==> src/rtl/rank_log_pkg.sv <==
// rank_log_pkg
//   Shared definitions for the rank change logger slice.
//   - Default widths/depth used as parameter defaults by the logger.
//   - Default log entry layout {value, stamp}.
//   - Pointer and level widths for the default depth.
package rank_log_pkg;

    localparam int unsigned RANK_DATA_W  = 32;
    localparam int unsigned RANK_STAMP_W = 16;
    localparam int unsigned RANK_DEPTH   = 8;
    localparam int unsigned RANK_DROP_W  = 8;

    localparam int unsigned PTR_W = $clog2(RANK_DEPTH);
    localparam int unsigned LVL_W = PTR_W + 1;

    // Log entry at default widths. The logger declares an equivalent
    // local type sized from its own parameters.
    typedef struct packed {
        logic [RANK_DATA_W-1:0]  value;
        logic [RANK_STAMP_W-1:0] stamp;
    } rank_entry_t;

endpackage : rank_log_pkg

==> src/rtl/rank_change_logger_fifo.sv <==
// sync_fifo_fwft
//   Single-clock first-word-fall-through FIFO, generic over the entry type.
//   Ports:
//     clk, reset   rising-edge clock, synchronous active-high reset
//     push, din    write request and data; accepted when not full, or when
//                  full and a pop happens in the same cycle
//     pop          read request; ignored while empty
//     dout         head entry, all zeros while empty
//     full, empty  occupancy flags
//     level        registered occupancy, 0..DEPTH
module sync_fifo_fwft #(
    parameter type         T     = logic [7:0],
    parameter int unsigned DEPTH = 8
) (
    input  logic                   clk,
    input  logic                   reset,
    input  logic                   push,
    input  logic                   pop,
    input  T                       din,
    output T                       dout,
    output logic                   full,
    output logic                   empty,
    output logic [$clog2(DEPTH):0] level
);

    localparam int unsigned PTR_W = $clog2(DEPTH);

    // Extra MSB on each pointer distinguishes full from empty when the
    // index bits coincide.
    logic [PTR_W:0] wr_ptr;
    logic [PTR_W:0] rd_ptr;
    T               mem [DEPTH];

    logic do_push;
    logic do_pop;

    always_comb begin
        empty   = (wr_ptr == rd_ptr);
        full    = (wr_ptr[PTR_W] != rd_ptr[PTR_W]) &&
                  (wr_ptr[PTR_W-1:0] == rd_ptr[PTR_W-1:0]);
        do_pop  = pop && !empty;
        // When full, the slot being written is the head being popped this
        // same edge, so a simultaneous push is safe.
        do_push = push && (!full || do_pop);
        dout    = empty ? '0 : mem[rd_ptr[PTR_W-1:0]];
    end

    always_ff @(posedge clk) begin
        if (do_push && !reset) begin
            mem[wr_ptr[PTR_W-1:0]] <= din;
        end
    end

    always_ff @(posedge clk) begin
        if (reset) begin
            wr_ptr <= '0;
            rd_ptr <= '0;
            level  <= '0;
        end else begin
            if (do_push) begin
                wr_ptr <= wr_ptr + 1'b1;
            end
            if (do_pop) begin
                rd_ptr <= rd_ptr + 1'b1;
            end
            case ({do_push, do_pop})
                2'b10:   level <= level + 1'b1;
                2'b01:   level <= level - 1'b1;
                default: level <= level;
            endcase
        end
    end

endmodule : sync_fifo_fwft

==> src/rtl/rank_change_logger.sv <==
// rank_change_logger
//   Logs every change of the tracker's rank output as a {value, timestamp}
//   entry in a FWFT FIFO drained over valid/ready. Events lost to a full
//   FIFO set a sticky overflow flag and bump a saturating drop counter.
//   Ports:
//     clk, reset       rising-edge clock, synchronous active-high reset
//     rank_val         tracker output, sampled every cycle
//     clear_ovf        pulse; clears overflow and drop_count
//     out_valid/ready  head entry handshake
//     out_value/stamp  head entry fields, zero while empty
//     level            FIFO occupancy
//     overflow         sticky lost-event flag
//     drop_count       saturating lost-event count
module rank_change_logger
    import rank_log_pkg::*;
#(
    parameter int unsigned DATA_WIDTH  = RANK_DATA_W,
    parameter int unsigned STAMP_WIDTH = RANK_STAMP_W,
    parameter int unsigned DEPTH       = RANK_DEPTH,
    parameter int unsigned DROP_WIDTH  = RANK_DROP_W
) (
    input  logic                   clk,
    input  logic                   reset,
    input  logic [DATA_WIDTH-1:0]  rank_val,
    input  logic                   clear_ovf,
    output logic                   out_valid,
    input  logic                   out_ready,
    output logic [DATA_WIDTH-1:0]  out_value,
    output logic [STAMP_WIDTH-1:0] out_stamp,
    output logic [$clog2(DEPTH):0] level,
    output logic                   overflow,
    output logic [DROP_WIDTH-1:0]  drop_count
);

    typedef struct packed {
        logic [DATA_WIDTH-1:0]  value;
        logic [STAMP_WIDTH-1:0] stamp;
    } entry_t;

    logic [DATA_WIDTH-1:0]  prev_val;
    logic [STAMP_WIDTH-1:0] stamp;

    logic   change;
    logic   pop;
    logic   accept;
    logic   drop;
    logic   fifo_full;
    logic   fifo_empty;
    entry_t din;
    entry_t dout;

    always_comb begin
        change    = (rank_val != prev_val);
        out_valid = !fifo_empty;
        pop       = out_valid && out_ready;
        accept    = change && (!fifo_full || pop);
        drop      = change && fifo_full && !pop;
        din.value = rank_val;
        din.stamp = stamp;
        out_value = dout.value;
        out_stamp = dout.stamp;
    end

    always_ff @(posedge clk) begin
        if (reset) begin
            prev_val <= '0;
            stamp    <= '0;
        end else begin
            prev_val <= rank_val;
            stamp    <= stamp + 1'b1;
        end
    end

    // A drop in the same cycle as clear_ovf takes precedence: the fresh
    // loss is reported as the first one after the clear.
    always_ff @(posedge clk) begin
        if (reset) begin
            overflow   <= 1'b0;
            drop_count <= '0;
        end else if (drop) begin
            overflow <= 1'b1;
            if (clear_ovf) begin
                drop_count <= DROP_WIDTH'(1);
            end else if (drop_count != '1) begin
                drop_count <= drop_count + 1'b1;
            end
        end else if (clear_ovf) begin
            overflow   <= 1'b0;
            drop_count <= '0;
        end
    end

    sync_fifo_fwft #(
        .T     (entry_t),
        .DEPTH (DEPTH)
    ) u_fifo (
        .clk   (clk),
        .reset (reset),
        .push  (accept),
        .pop   (pop),
        .din   (din),
        .dout  (dout),
        .full  (fifo_full),
        .empty (fifo_empty),
        .level (level)
    );

endmodule : rank_change_logger

==> config.mk <==
export PLATFORM = sky130hd
export DESIGN_NAME = rank_change_logger
export DESIGN_NICKNAME = d
export VERILOG_FILES = /design/src/rtl/rank_log_pkg.sv /design/src/rtl/rank_change_logger_fifo.sv /design/src/rtl/rank_change_logger.sv
export SDC_FILE = /design/constraint.sdc
export NUM_CORES = 1
export LEC_CHECK = 0
export BUFFER_PORTS_ARGS = -buffer_cell sky130_fd_sc_hd__buf_2
export CORE_MARGIN = 2
export CORE_UTILIZATION = 60
export CTS_CLUSTER_DIAMETER = 30
export CTS_CLUSTER_SIZE = 10
export DETAILED_ROUTE_END_ITERATION = 7
export PLACE_DENSITY = 0.88
export SYNTH_ARGS = -nofsm -noshare
export SYNTH_HDL_FRONTEND = slang
export SYNTH_SLANG_ARGS = --single-unit
==> constraint.sdc <==
create_clock -name clk -period 11.46 [get_ports clk]
set_clock_uncertainty 0.1 [all_clocks]
set_input_delay 0 -clock clk [delete_from_list [all_inputs] [get_ports clk]]
set_output_delay 0 -clock clk [all_outputs]
set_load 0.02 [all_outputs]
# [After elaboration in Yosys (flattened, before gate mapping)]
# Memories as Yosys holds them, arrays and structs flattened. A register that Yosys moved wholly into a read port is not among the register bits.
# Index checks and enable logic that the tools add are counted.
[op_classes] order_cmp=0 shift=0 eq_ne=7 mul=0 addsub=6 n_reduce_logical=18 bitwise=0 n_mux=12 div=0
[ops] operator="48-bit two-way mux" n=1
[ops] operator="8-bit two-way mux" n=4
[ops] operator="32-bit inequality test" n=1
[ops] operator="16-bit by 1-bit adder with 16-bit output (second input constant)" n=1
[ops] operator="4-bit by 1-bit adder with 4-bit output (second input constant)" n=3
[ops] operator="8-bit by 1-bit adder with 8-bit output (second input constant)" n=1
[ops] operator="1-bit logical AND" n=8
[ops] operator="8-bit inequality test (second input constant)" n=1
[ops] operator="4-bit one-hot mux with 2 select lines" n=1
[ops] operator="3-bit two-way mux" n=2
[ops] operator="2-bit nonzero test" n=3
[ops] operator="4-bit equality test" n=1
[ops] operator="1-bit zero test" n=4
[ops] operator="1-bit two-way mux" n=4
[ops] operator="4-bit by 1-bit subtractor with 4-bit output (second input constant)" n=1
[ops] operator="3-bit equality test" n=1
[ops] operator="2-bit by 1-bit equality test with 1-bit output (second input constant)" n=1
[ops] operator="2-bit equality test (second input constant)" n=1
[ops] operator="1-bit logical OR" n=2
[ops] operator="2-bit AND reduction" n=1
[ops] operator="1-bit inequality test" n=1
[word_totals] ramBits=384 mem_count=1 input_bits=36 rom_bits=0 latchBits=0 regBits=69
[memory_table] name="u_fifo.mem" depth=8 word_bits=48 read_ports=1 rd_clocked_by_memory_dff=1 write_ports=1 line_no="rank_change_logger_fifo.sv:32" source="T mem [DEPTH];"

# [Longest topological paths before layout]
# Gate-level depths: netlist of the first run.
[depth] depth_word=9 ltp_mapped=15 depth_no_buf=12

# [By module]
# From an unflattened synthesis of the first run, not the netlist that was laid out.
[hier_totals] cells_unflattened=963 area_unflattened_um2=17894.7
[modules_own_cells] module="sync_fifo_fwft" n_inst=1 cells_each=720 seq_area_each_um2=11831.3 area_per_inst_um2=15507.4
[modules_own_cells] module="rank_change_logger" n_inst=1 cells_each=243 seq_area_each_um2=1141.1 area_per_inst_um2=2387.3

# [Least setup slack after synthesis of the first run]
# Ideal clock, no wire load.
[synth_timing] kind="register -> register" start="register u_fifo.wr_ptr[0]" end="memory u_fifo.mem[0][0] (netlist name) (enable)" path_stages_with_launch=8 setup_ns=0.573 arrival_time_ns=5.826 required_time_ns=10.787 path_slack_ns=4.961 path_cell_list="dfxtp_1 buf_6 xor2_1 nor3_2 and2_2 o21bai_1 buf_6 nor4_1"
[synth_via] elab_chain_len=9 elab_cells_between_ends=14
[synth_rtl] element="from (decl)" line_no="rank_change_logger_fifo.sv:30" source="logic [PTR_W:0] wr_ptr;"
[synth_rtl] element="from (signal assigned)" line_no="rank_change_logger_fifo.sv:61" source="wr_ptr <= wr_ptr + 1'b1;"
[synth_rtl] element="4-bit equality test / 3-bit equality test (equally long branches)" line_no="rank_change_logger_fifo.sv:38, rank_change_logger_fifo.sv:40"
[synth_rtl] element="1-bit zero test / 1-bit logical AND (equally long branches)" line_no="rank_change_logger_fifo.sv:41, rank_change_logger.sv:54, rank_change_logger_fifo.sv:39"
[synth_rtl] element="1-bit logical AND / 1-bit zero test (equally long branches)" line_no="rank_change_logger.sv:55, rank_change_logger_fifo.sv:44, rank_change_logger.sv:56"
[synth_rtl] element="1-bit logical OR / 1-bit logical AND (equally long branches)" line_no="rank_change_logger.sv:56, rank_change_logger_fifo.sv:41"
[synth_rtl] element="1-bit logical AND / 1-bit logical OR (equally long branches)" line_no="rank_change_logger.sv:56, rank_change_logger_fifo.sv:44"
[synth_rtl] element="1-bit logical AND" line_no="rank_change_logger_fifo.sv:44" source="do_push = push && (!full || do_pop);"
[synth_rtl] element="1-bit logical AND" line_no="rank_change_logger_fifo.sv:49" source="if (do_push && !reset) begin"
[synth_rtl] element="1-bit two-way mux" line_no="rank_change_logger_fifo.sv:49"
[synth_rtl] element="1-bit two-way mux (not written as such)" line_no="rank_change_logger_fifo.sv:50" source="mem[wr_ptr[PTR_W-1:0]] <= din;"
[synth_rtl] element="to (decl)" line_no="rank_change_logger_fifo.sv:32"
# Parallel ways exist; a longest one is shown, timed or not.

==> summary.md, run 1 <==
| Metric | Value |
|---|---|
| Status | finished clean |
| Post-synth top area share | 65.5% |
| CTS H-tree depth | 3 |
| Remaining global-route overflow | 0 |
| Vias in the first global route | 10,300 |
| I/O Buffers | 97 |
| Layout cell share with drive strength beyond 1 | 30.4% |
| Pwr/cell area | 226 nW/um^2 |
| Yosys cell types | 40 |
| Synth Flop Type | edfxtp_1 |
| Max-cap violation count | 0 |
| CTS tree | built |
| N_diodes | 0 |
| Worst IR Drop VDD | 0.162 mV |
| Register area share after synthesis | 73.7% |
| Place WS | 8.03 ns |
| Net Count, Synth | 978 |
| CORE AREA | 28,800 sq um |
| Fin util | around 75% |
| Worst path top cell family by delay | buffers and inverters |
| Crit-path max cell delay | 1.02 ns |
| Worst Hold Class | in -> reg |
| CP cell instances | buf_4 -> mux4_2 -> mux2i_1 -> nor2_1 -> buf_2 |
| # IOs | 98 |
| CTS Buffer Depth | 3 |
| Slowest cell on crit path | dfxtp_4 |
| Top cells by area, synth | edfxtp_1 66%, mux4_2 12%, dfxtp_1 8.2% |
| Starting Density | 61.1% |
| Reg clk slew, reported paths | roughly 0.050 ns |
| First-pass GRT wire length | 61,800 microns |
| Hpwl dp | 19,000 microns |
| Met1 usage | 33.4% |
| Hold_ws | ~0.18 ns |
| Final setup fails | 0 |
| Antenna-violating nets left | 0 |
| Die ar. | ~31,000 sq um |
| DRC viols | 0 |
| Reg-to-reg critical path startpoint | u_fifo.wr_ptr[0]$_SDFFE_PP0P_ |
| Fin crit share | around a third |
| Detailed Routing Iterations Pass 1 | 6 |
| Number of core rows | 62 |
| Area added between synthesis and finish | 22.4% |
| Met3 Use GR | 5.22% |
| Crit-path max FO | 53 |
| Antenna violations before repair | 0 |
| Vias | 9,750 |
| Layer with the highest usage | met2 |
| Req. time, crit path | 11.36 ns |
| Largest net degree at the start of global routing | 68 |
| Final hold vios | 0 |
| Yosys warning total | 0 |
| Clock Root Buffer | clkbuf_16 |
| CP Capture Type | output port |
| Start point of the worst hold path | rank_val[17] |
| CTS buffer count | 80 |
| WL final | 41,700 microns |
| Post-CTS Hold Buffers | 35 |
| Post-Syn Instances | 934 |
| Synth Cell Area | 17,600 sq um |
| Ys async rst share | 0% |
| RSZ-0062 raised after global routing | no |
| Final slew viol count | 0 |
| CP arrival | about 3.7 ns |
| First DRT Iteration DRCs | roughly 1,000 |
| Number of setup buffers added after CTS | 0 |
| Sum of negative setup slack | 0 ns |
| Setup crit start kind | flip-flop |
| Sink Count | 456 |
| Slew @ Worst Pin | 1.12 ns |
| Fin nets | 1,160 |
| Worst path buffer plus inverter count | 2 |
| Slew HR | 24.7% |
| GRT Total Usage | between 20% and 30% |
| Met2 usage | 48.5% |
| Yosys reg bits | 456 |
| Vias per cell | 6.22 |
| Syn_area_per_cell | 18.8 sq um |
| Setup WS post-layout | between 7 and 8 ns |
| Max Fclk | 265 MHz |
| Die Width | 175 microns |
| Tmin final | 3.77 ns |
| P_leak | 7.35 nW |
| Die Ht | approximately 180 microns |
| Cts repair resizes | 0 |
| Wire length per cell | ~27 microns |
| Kind of critical path | reg -> out |
| GPL Wtd Cong | between 0.7 and 0.8 |
| Clk_lat worst skew | 0.58 ns |
| Number of synthesized flops with an enable pin | 384 |
| Yosys top cell by area | edfxtp_1 |
cells in the mapped netlist, types with 12 or more instances:
cell	number
buf_2	18
clkbuf_1	21
dfxtp_1	72
edfxtp_1	384
mux2i_1	51
mux4_2	96
nand2_1	12
nand3_1	15
nor2_1	81
nor2b_1	34
nor4_1	12
xor2_1	50
final cells by class:
cell class              count  area, sq um
well taps                 384          480
repair buffers            147          948
clock buffers              90         2070
fillers                  1484         7250
flip-flops and latches    456        13000
inverters                   8         30.0
clock inverters            59          613
multi-input cells         423         4410
power breakdown:
group	internal (mW)	switching, mW
Combinational	0.258	0.346
Clock	1.50	0.841
Sequential	1.85	0.0671
worst reg2reg max path, cell delays in order (launching register included):
cell      delay [ns]
dfxtp_1         0.57
xor2_1          0.22
nor3_2          0.08
and2_2          0.18
o21bai_1        0.15
buf_4           0.21
nor3_2          0.92
buf_4           0.69
layer usage:
layer,vias up,routed length [microns],share of wire (%)
li1,4060,-,-
met1,5049,15200,36
met5,-,0,0
met2,538,22500,54
met3,103,2740,6.6
met4,0,1320,3.2
cell usage in the layout, fill, tap and decap left out, types with 11 or more instances in the layout:
cell type,count
nor2b_1,34
nor2_1,81
edfxtp_1,384
clkinv_2,12
nand2_1,12
xor2_1,50
a21oi_1,11
dfxtp_1,69
buf_4,15
clkbuf_16,81
clkinvlp_4,15
mux2i_1,51
nand3_1,15
mux4_2,96
buf_2,97
dlygate4sd3_1,35
flip-flops by register name, indices dropped and copies added, names as in the netlist, named ones only:
signal         flops
drop_count         8
prev_val          32
u_fifo.level       4
overflow           1
u_fifo.mem       384
stamp             16
u_fifo.wr_ptr      4
u_fifo.rd_ptr      4
metrics by stage:
step	std cells	power, mW	instance area, sq um
floorplan	934	2.35	17600
global placement	1383	2.51	18500
detailed placement	1383	2.52	18500
CTS	1567	4.87	21500
global route	1567	4.98	21500
finish	1567	4.86	21500
kinds of logic after synthesis:
logic type,after synthesis,share of synthesized area (%)
buffers and inverters,55,1.47
adders and majority gates,8,0.612
DFF,456,73.7
xor gates and xnor gates,56,2.79
muxes,147,15.2
AOI/OAI and AO/OA,27,0.960
and+or+nand+nor,185,5.24
final timing paths:
path	endpoint	slack, ns	cells after the start
worst min register to register	overflow$_SDFFE_PP0P_	0.38	2
worst max-delay path	out_value[30]	7.69	5
worst min-delay path	u_fifo.mem[7][33]$_DFFE_PP_	0.18	2
worst max register to register	u_fifo.mem[7][23]$_DFFE_PP_	7.96	7
(Power assumes the default switching activity.)
==> run 2, diff against run 1 <==
==> constraint.sdc (replaced) <==
create_clock -name clk -period 3.5 [get_ports clk]
set_clock_uncertainty 0.1 [all_clocks]
set_input_delay 0 -clock clk [delete_from_list [all_inputs] [get_ports clk]]
set_output_delay 0 -clock clk [all_outputs]
set_load 0.02 [all_outputs]
==> summary.md, run 2 (same netlist as run 1, synthesis figures left out) <==
| Metric | Value |
|---|---|
| RSZ-0062 raised after global routing | no |
| Die Ht | 175 microns (unchanged) |
| Clk_lat worst skew | 0.56 ns (-0.02 ns) |
| Vias | 9,637 (-1.2%) |
| Finished Layout Cells | 1,566 (-0.064%) |
| GRT Total Usage | 27.0% (-0.55 points) |
| Max-cap violation count | 0 (unchanged) |
| Fin nets | 1,164 (+0.34%) |
| Starting Density | 61.1% (unchanged) |
| Number of core rows | 62 (unchanged) |
| Crit-path max FO | 3 (-94%) |
| First-pass GRT wire length | 60,600 microns (-1.9%) |
| DRC viols | 0 (unchanged) |
| Final hold vios | 0 (unchanged) |
| CORE AREA | 28,800 sq um (unchanged) |
| Commonest non-fill, non-tap cell in the layout | edfxtp_1 |
| Final setup fails | 0 (unchanged) |
| Status | finished clean |
| Flop-to-flop setup slack | 0.30 ns (-7.66 ns) |
| Antenna violations before repair | 1 (+1) |
| Largest net degree at the start of global routing | 66 (-2.9%) |
| Die ar. | 30,700 sq um (unchanged) |
| Tmin final | 3.20 ns |
| Inst Count DP | 1,391 (+0.58%) |
| Vias in the first global route | 10,200 (-1.5%) |
| CTS buffer count | 76 (-5.0%) |
| Multi-input logic area | 4470 sq um (+1.4%) |
| Reg clk slew, reported paths | 0.05 ns (about the same) |
| Slew HR | 27.8% (+3.1 points) |
| CP arrival | 3.58 ns (-0.09 ns) |
| Remaining global-route overflow | 0 (unchanged) |
| First DRT Iteration DRCs | 1,118 (+12%) |
| Vias per cell | 6.15 (-1.1%) |
| CTS tree | built |
| Number of setup buffers added after CTS | 0 (unchanged) |
| Max reg flops | 384 (unchanged) |
| Layout cell share with drive strength beyond 1 | 30.9% (+0.47 points) |
| WL final | 40,500 microns (-3.0%) |
| I/O Buffers | 97 (unchanged) |
| Most frequent cells in the layout | 384 x edfxtp_1, 97 x buf_2, 96 x mux4_2 |
| Area added between synthesis and finish | 23.3% |
| GPL Wtd Cong | 0.790 (+7.2%) |
| Reg area | 13,000 sq um (unchanged) |
| P_leak | 7.43 nW (+1.0%) |
| Slew @ Worst Pin | 1.08 ns (-0.0409 ns) |
| Place WS | 0.460 ns (-7.57 ns) |
| Sink Count | 456 (unchanged) |
| Pwr Total | 15.8 mW (+220%) |
| Fillers | 1,481 (-0.20%) |
| Hold_ws | 0.213 ns (+0.0313 ns) |
| Worst Hold Class | in -> reg |
| Worst IR Drop VDD | 0.415 mV (+160%) |
| Fin crit share | 91.4% |
| Die Width | 175 microns (unchanged) |
| Setup WS post-layout | 0.302 ns (-7.38 ns) |
| # IOs | 98 (unchanged) |
| Final slew viol count | 0 (unchanged) |
| Wire length per cell | 25.9 microns (-2.9%) |
| Clock Root Buffer | clkbuf_16 |
| Max Fclk | 313 MHz |
| Kind of critical path | reg -> reg |
| Hpwl dp | 20,300 microns (+6.6%) |
| Detailed Routing Iterations Pass 1 | 5 (-1) |
| CTS Buffer Depth | 3 (unchanged) |
| CTS H-tree depth | 3 (unchanged) |
| Pwr/cell area | 727 nW/um^2 (+220%) |
| Setup crit start kind | flip-flop |
| Req. time, crit path | 3.88 ns (-7.48 ns) |
| Antenna-violating nets left | 0 (unchanged) |
| CP Capture Type | flip-flop |
==> run 2: cell count changes in the layout (fill, tap and decap cells not counted), sizes merged <==
cell | before | now
inv | 16 | 18
buf | 112 | 120
clkinv | 28 | 24
bufinv | 8 | 11
diode | 0 | 1
clkinvlp | 15 | 7
clkbuf | 90 | 87
==> run 2: final timing paths <==
check                          startpoint                            to  cells past startpoint
max               prev_val[29]$_SDFF_PP0_  u_fifo.level[3]$_SDFFE_PP0P_                     11
min                          rank_val[28]   u_fifo.mem[1][44]$_DFFE_PP_                      2
max reg2reg       prev_val[29]$_SDFF_PP0_  u_fifo.level[3]$_SDFFE_PP0P_                     11
min reg2reg  u_fifo.level[3]$_SDFFE_PP0P_  u_fifo.level[3]$_SDFFE_PP0P_                      2
==> run 2: routing by layer <==
layer / track usage, % / part of all wire (%) / up-vias
li1: - / - / 4056
met1: 32.9 / 36 / 4995
met2: 47.9 / 54 / 488
met3: 4.72 / 6.5 / 98
met4: 11.1 / 3.1 / 0
met5: 0 / 0 / -
==> run 2: per-stage QoR <==
step                      instance area, sq um  util (%)  TNS (ns)
after global routing                     21700      75.4         0
after global placement                   18700      65.1         0
after detailed placement                 18700      65.1         0
after floorplan                          17600         -   -247.13
final                                    21700      75.4         0
after CTS                                21700      75.4         0
==> run 2: report_power, final <==
group / leakage, nW / internal (mW) / total, mW / switching [mW]
clock: 1.27 / 4.92 / 7.49 / 2.58
combinational: 2.04 / 0.880 / 2.07 / 1.19
sequential: 4.12 / 6.06 / 6.21 / 0.147
total: 7.43 / 11.9 / 15.8 / 3.91
==> run 2: final cells by class <==
| class | count | share of cell area (%) |
|---|---|---|
| Inverter | 8 | 0.138 |
| Antenna cell | 1 | 0.0115 |
| Sequential cell | 456 | 59.9 |
| Multi-Input combinational cell | 423 | 20.6 |
| Timing Repair Buffer | 155 | 5.17 |
| Clock buffer | 87 | 9.15 |
| Tap cell | 384 | 2.22 |
| Clock inverter | 52 | 2.85 |
==> run 2: what timing repair did <==
item,4_1_cts,5_1_grt
endpoints found under the hold margin,312,0
hold buffers,35,0
endpoints found under the setup margin,0,0
gates resized for setup,0,0
==> run 2: worst max-delay path: stages (launching register included) <==
cell and delay [ns]:
dfxtp_1 0.33, xor2_1 0.18, nor4_1 0.40, nand4_1 0.40
o21bai_2 0.33, ha_1 0.24, ha_1 0.24, a21o_1 0.17
a21oi_1 0.17, xnor2_1 0.10, or3_1 0.30, a21oi_1 0.14
==> run 3, diff against run 2 <==
--- a/config.mk
+++ b/config.mk
@@ -5,13 +5,15 @@
 export SDC_FILE = /design/constraint.sdc
 export NUM_CORES = 1
 export LEC_CHECK = 0
-export BUFFER_PORTS_ARGS = -buffer_cell sky130_fd_sc_hd__buf_2
 export CORE_MARGIN = 2
 export CORE_UTILIZATION = 60
 export CTS_CLUSTER_DIAMETER = 30
 export CTS_CLUSTER_SIZE = 10
 export DETAILED_ROUTE_END_ITERATION = 7
-export PLACE_DENSITY = 0.88
+export DONT_BUFFER_PORTS = 1
+export HOLD_SLACK_MARGIN = 0.15
+export MAX_ROUTING_LAYER = met4
+export PLACE_DENSITY = 0.85
 export SYNTH_ARGS = -nofsm -noshare
 export SYNTH_HDL_FRONTEND = slang
 export SYNTH_SLANG_ARGS = --single-unit
==> summary.md, run 3 (same netlist as run 1, synthesis figures left out) <==
| Metric | Value |
|---|---|
| Area after DPL | 18,200 sq um (-2.8%) |
| First-pass GRT wire length | 61,300 microns (+1.2%) |
| Reg clk slew, reported paths | 0.05 ns (about the same) |
| Vias per cell | 6.26 (+1.7%) |
| Die Ht | 175 microns (unchanged) |
| Hold_ws | 0.197 ns (-0.0162 ns) |
| Slew @ Worst Pin | 0.878 ns (-0.204 ns) |
| Pwr Total | 15.7 mW (-0.39%) |
| Die Width | 175 microns (unchanged) |
| First DRT Iteration DRCs | 1,030 (-7.9%) |
| Detailed Routing Iterations Pass 1 | 4 (-1) |
| Antenna-violating nets left | 0 (unchanged) |
| Crit-path max cell delay | 0.47 ns (+0.07 ns) |
| Layout cell share with drive strength beyond 1 | 25.0% (-5.9 points) |
| DRC viols | 0 (unchanged) |
| Final slew viol count | 0 (unchanged) |
| Worst Hold Class | in -> reg |
| Kind of critical path | reg -> reg |
| Start point of the worst hold path | rank_val[23] |
| # IOs | 98 (unchanged) |
| Final setup fails | 0 (unchanged) |
| Remaining global-route overflow | 0 (unchanged) |
| Reg-to-reg critical path startpoint | prev_val[9]$_SDFF_PP0_ |
| Req. time, crit path | 3.88 ns (about the same) |
| Clk_lat worst skew | 0.56 ns (about the same) |
| CORE AREA | 28,800 sq um (unchanged) |
| Sum of negative setup slack | 0 ns (unchanged) |
| Commonest non-fill, non-tap cell in the layout | edfxtp_1 |
| Max-cap violation count | 0 (unchanged) |
| Max reg flops | 384 (unchanged) |
| Vias in the first global route | 9,858 (-3.2%) |
| CTS H-tree depth | 3 (unchanged) |
| RR Endpoint | u_fifo.level[3]$_SDFFE_PP0P_ |
| CP arrival | 3.55 ns (-0.03 ns) |
| Worst path buffer plus inverter count | 0 (unchanged) |
| Area added between synthesis and finish | 20.9% |
| Hold Path End | u_fifo.mem[3][39]$_DFFE_PP_ |
| Vias | 9,238 (-4.1%) |
| Fin nets | 1,072 (-7.9%) |
| Cts repair resizes | 0 (unchanged) |
| Largest net degree at the start of global routing | 68 (+3.0%) |
| GPL Wtd Cong | 0.744 (-5.8%) |
| Pwr/cell area | 738 nW/um^2 (+1.5%) |
| Fin crit share | 90.6% (-0.81 points) |
| Hold Path Depth | 1 (-1) |
| Sink Count | 456 (unchanged) |
| Antenna violations before repair | 2 (+1) |
| Fin area | 21,300 sq um (-1.9%) |
| Setup crit start kind | flip-flop |
| CTS tree | built |
| CTS Buffer Depth | 3 (unchanged) |
| CTS buffer count | 78 (+2.6%) |
| Finished Layout Cells | 1,476 (-5.7%) |
| CP cell instances | xor2_1 -> nor4_1 -> nand4_1 -> o21bai_2 -> ha_1 -> ha_1 -> a21o_1 -> a21oi_1 -> xnor2_1 -> or3_1 -> a21oi_1 |
| Crit-path max FO | 3 (unchanged) |
| Clock Root Buffer | clkbuf_16 |
| Worst path top cell family by delay | simple AND/OR/NAND/NOR gates |
| Most frequent cells in the layout | 384 x edfxtp_1, 96 x mux4_2, 81 x nor2_1, 81 x clkbuf_16, 69 x dfxtp_1 |
| Slowest cell on crit path | nand4_1 |
| WL final | 40,900 microns (+1.0%) |
| Max Fclk | 316 MHz (+0.89%) |
| Post-CTS Hold Buffers | 39 (+11%) |
| Tmin final | 3.17 ns (-0.0284 ns) |
| Slew HR | 41.5% (+14 points) |
| Wire length per cell | 27.7 microns (+7.2%) |
| Worst IR Drop VDD | 0.404 mV (-2.6%) |
| Flop-to-flop setup slack | 0.33 ns (+0.03 ns) |
| Number of setup buffers added after CTS | 0 (unchanged) |
| Die ar. | 30,700 sq um (unchanged) |
| P_leak | 7.05 nW (-5.1%) |
| CP Capture Type | flip-flop |
| RSZ-0062 raised after global routing | no |
| CP startpoint | prev_val[9]$_SDFF_PP0_ |
| I/O Buffers | 0 (-100%) |
| Inst Count DP | 1,293 (-7.0%) |
| GRT Total Usage | 28.3% (+1.3 points) |
| Worst r2r path cells | 11 (unchanged) |
| Final hold vios | 0 (unchanged) |
| Hpwl dp | 19,100 microns (-6.0%) |
| Starting Density | 61.1% (unchanged) |
| Status | finished clean |
| Number of core rows | 62 (unchanged) |
run 3: cell types whose count changed in the layout (fill, tap and decap cells not counted), sizes merged:
cell,previous run,this run
buf,120,23
bufinv,11,10
clkbuf,87,85
clkinv,24,32
clkinvlp,7,5
diode,1,2
dlygate4sd3,35,38
run 3: per-stage QoR:
step                worst slack (ns)  util [%]
finish                         0.330      73.9
global route                   0.160      73.9
CTS                            0.385      73.9
detailed placement             0.433      63.3
global placement               0.524      63.3
floorplan                      -1.05         -
run 3: worst max-delay path by stage:
stage / to / slack (ns) / cells past startpoint
after CTS: u_fifo.level[3]$_SDFFE_PP0P_ / 0.39 / 12
after global routing: u_fifo.level[3]$_SDFFE_PP0P_ / 0.16 / 12
after detailed placement: u_fifo.level[3]$_SDFFE_PP0P_ / 0.43 / 12
after floorplan: u_fifo.mem[4][0]$_DFFE_PP_ / -1.05 / 7
after global placement: u_fifo.level[3]$_SDFFE_PP0P_ / 0.52 / 12
final: u_fifo.level[3]$_SDFFE_PP0P_ / 0.33 / 11
run 3: layer usage:
| layer | GRT usage, % | up-vias | routed length (microns) |
|---|---|---|---|
| met5 | - | - | 0 |
| met4 | 10.7 | 0 | 1520 |
| met3 | 6.90 | 115 | 2980 |
| met2 | 46.9 | 426 | 21300 |
| met1 | 33.9 | 4813 | 15100 |
| li1 | - | 3884 | - |
run 3: worst reg2reg max path, cell delays in order (launching register included):
cell	delay, ns
dfxtp_1	0.31
xor2_1	0.16
nor4_1	0.36
nand4_1	0.47
o21bai_2	0.33
ha_1	0.23
ha_1	0.24
a21o_1	0.17
a21oi_1	0.17
xnor2_1	0.09
or3_1	0.30
a21oi_1	0.14
run 3: area by class of cell:
class                   instances  area [sq um]
diodes                          2          5.00
clock buffers                  85          2060
clock inverters                57           597
fillers                      1528          7500
inverters                       8          30.0
multi-input cells             423          4470
flip-flops and latches        456         13000
well taps                     384           480
repair buffers                 61           648
run 3: where the power goes:
part / leakage, nW / switching (mW) / total [mW] / internal, mW
sequential: 4.12 / 0.181 / 6.25 / 6.06
combinational: 1.62 / 1.07 / 1.81 / 0.732
clock: 1.31 / 2.65 / 7.66 / 5.01
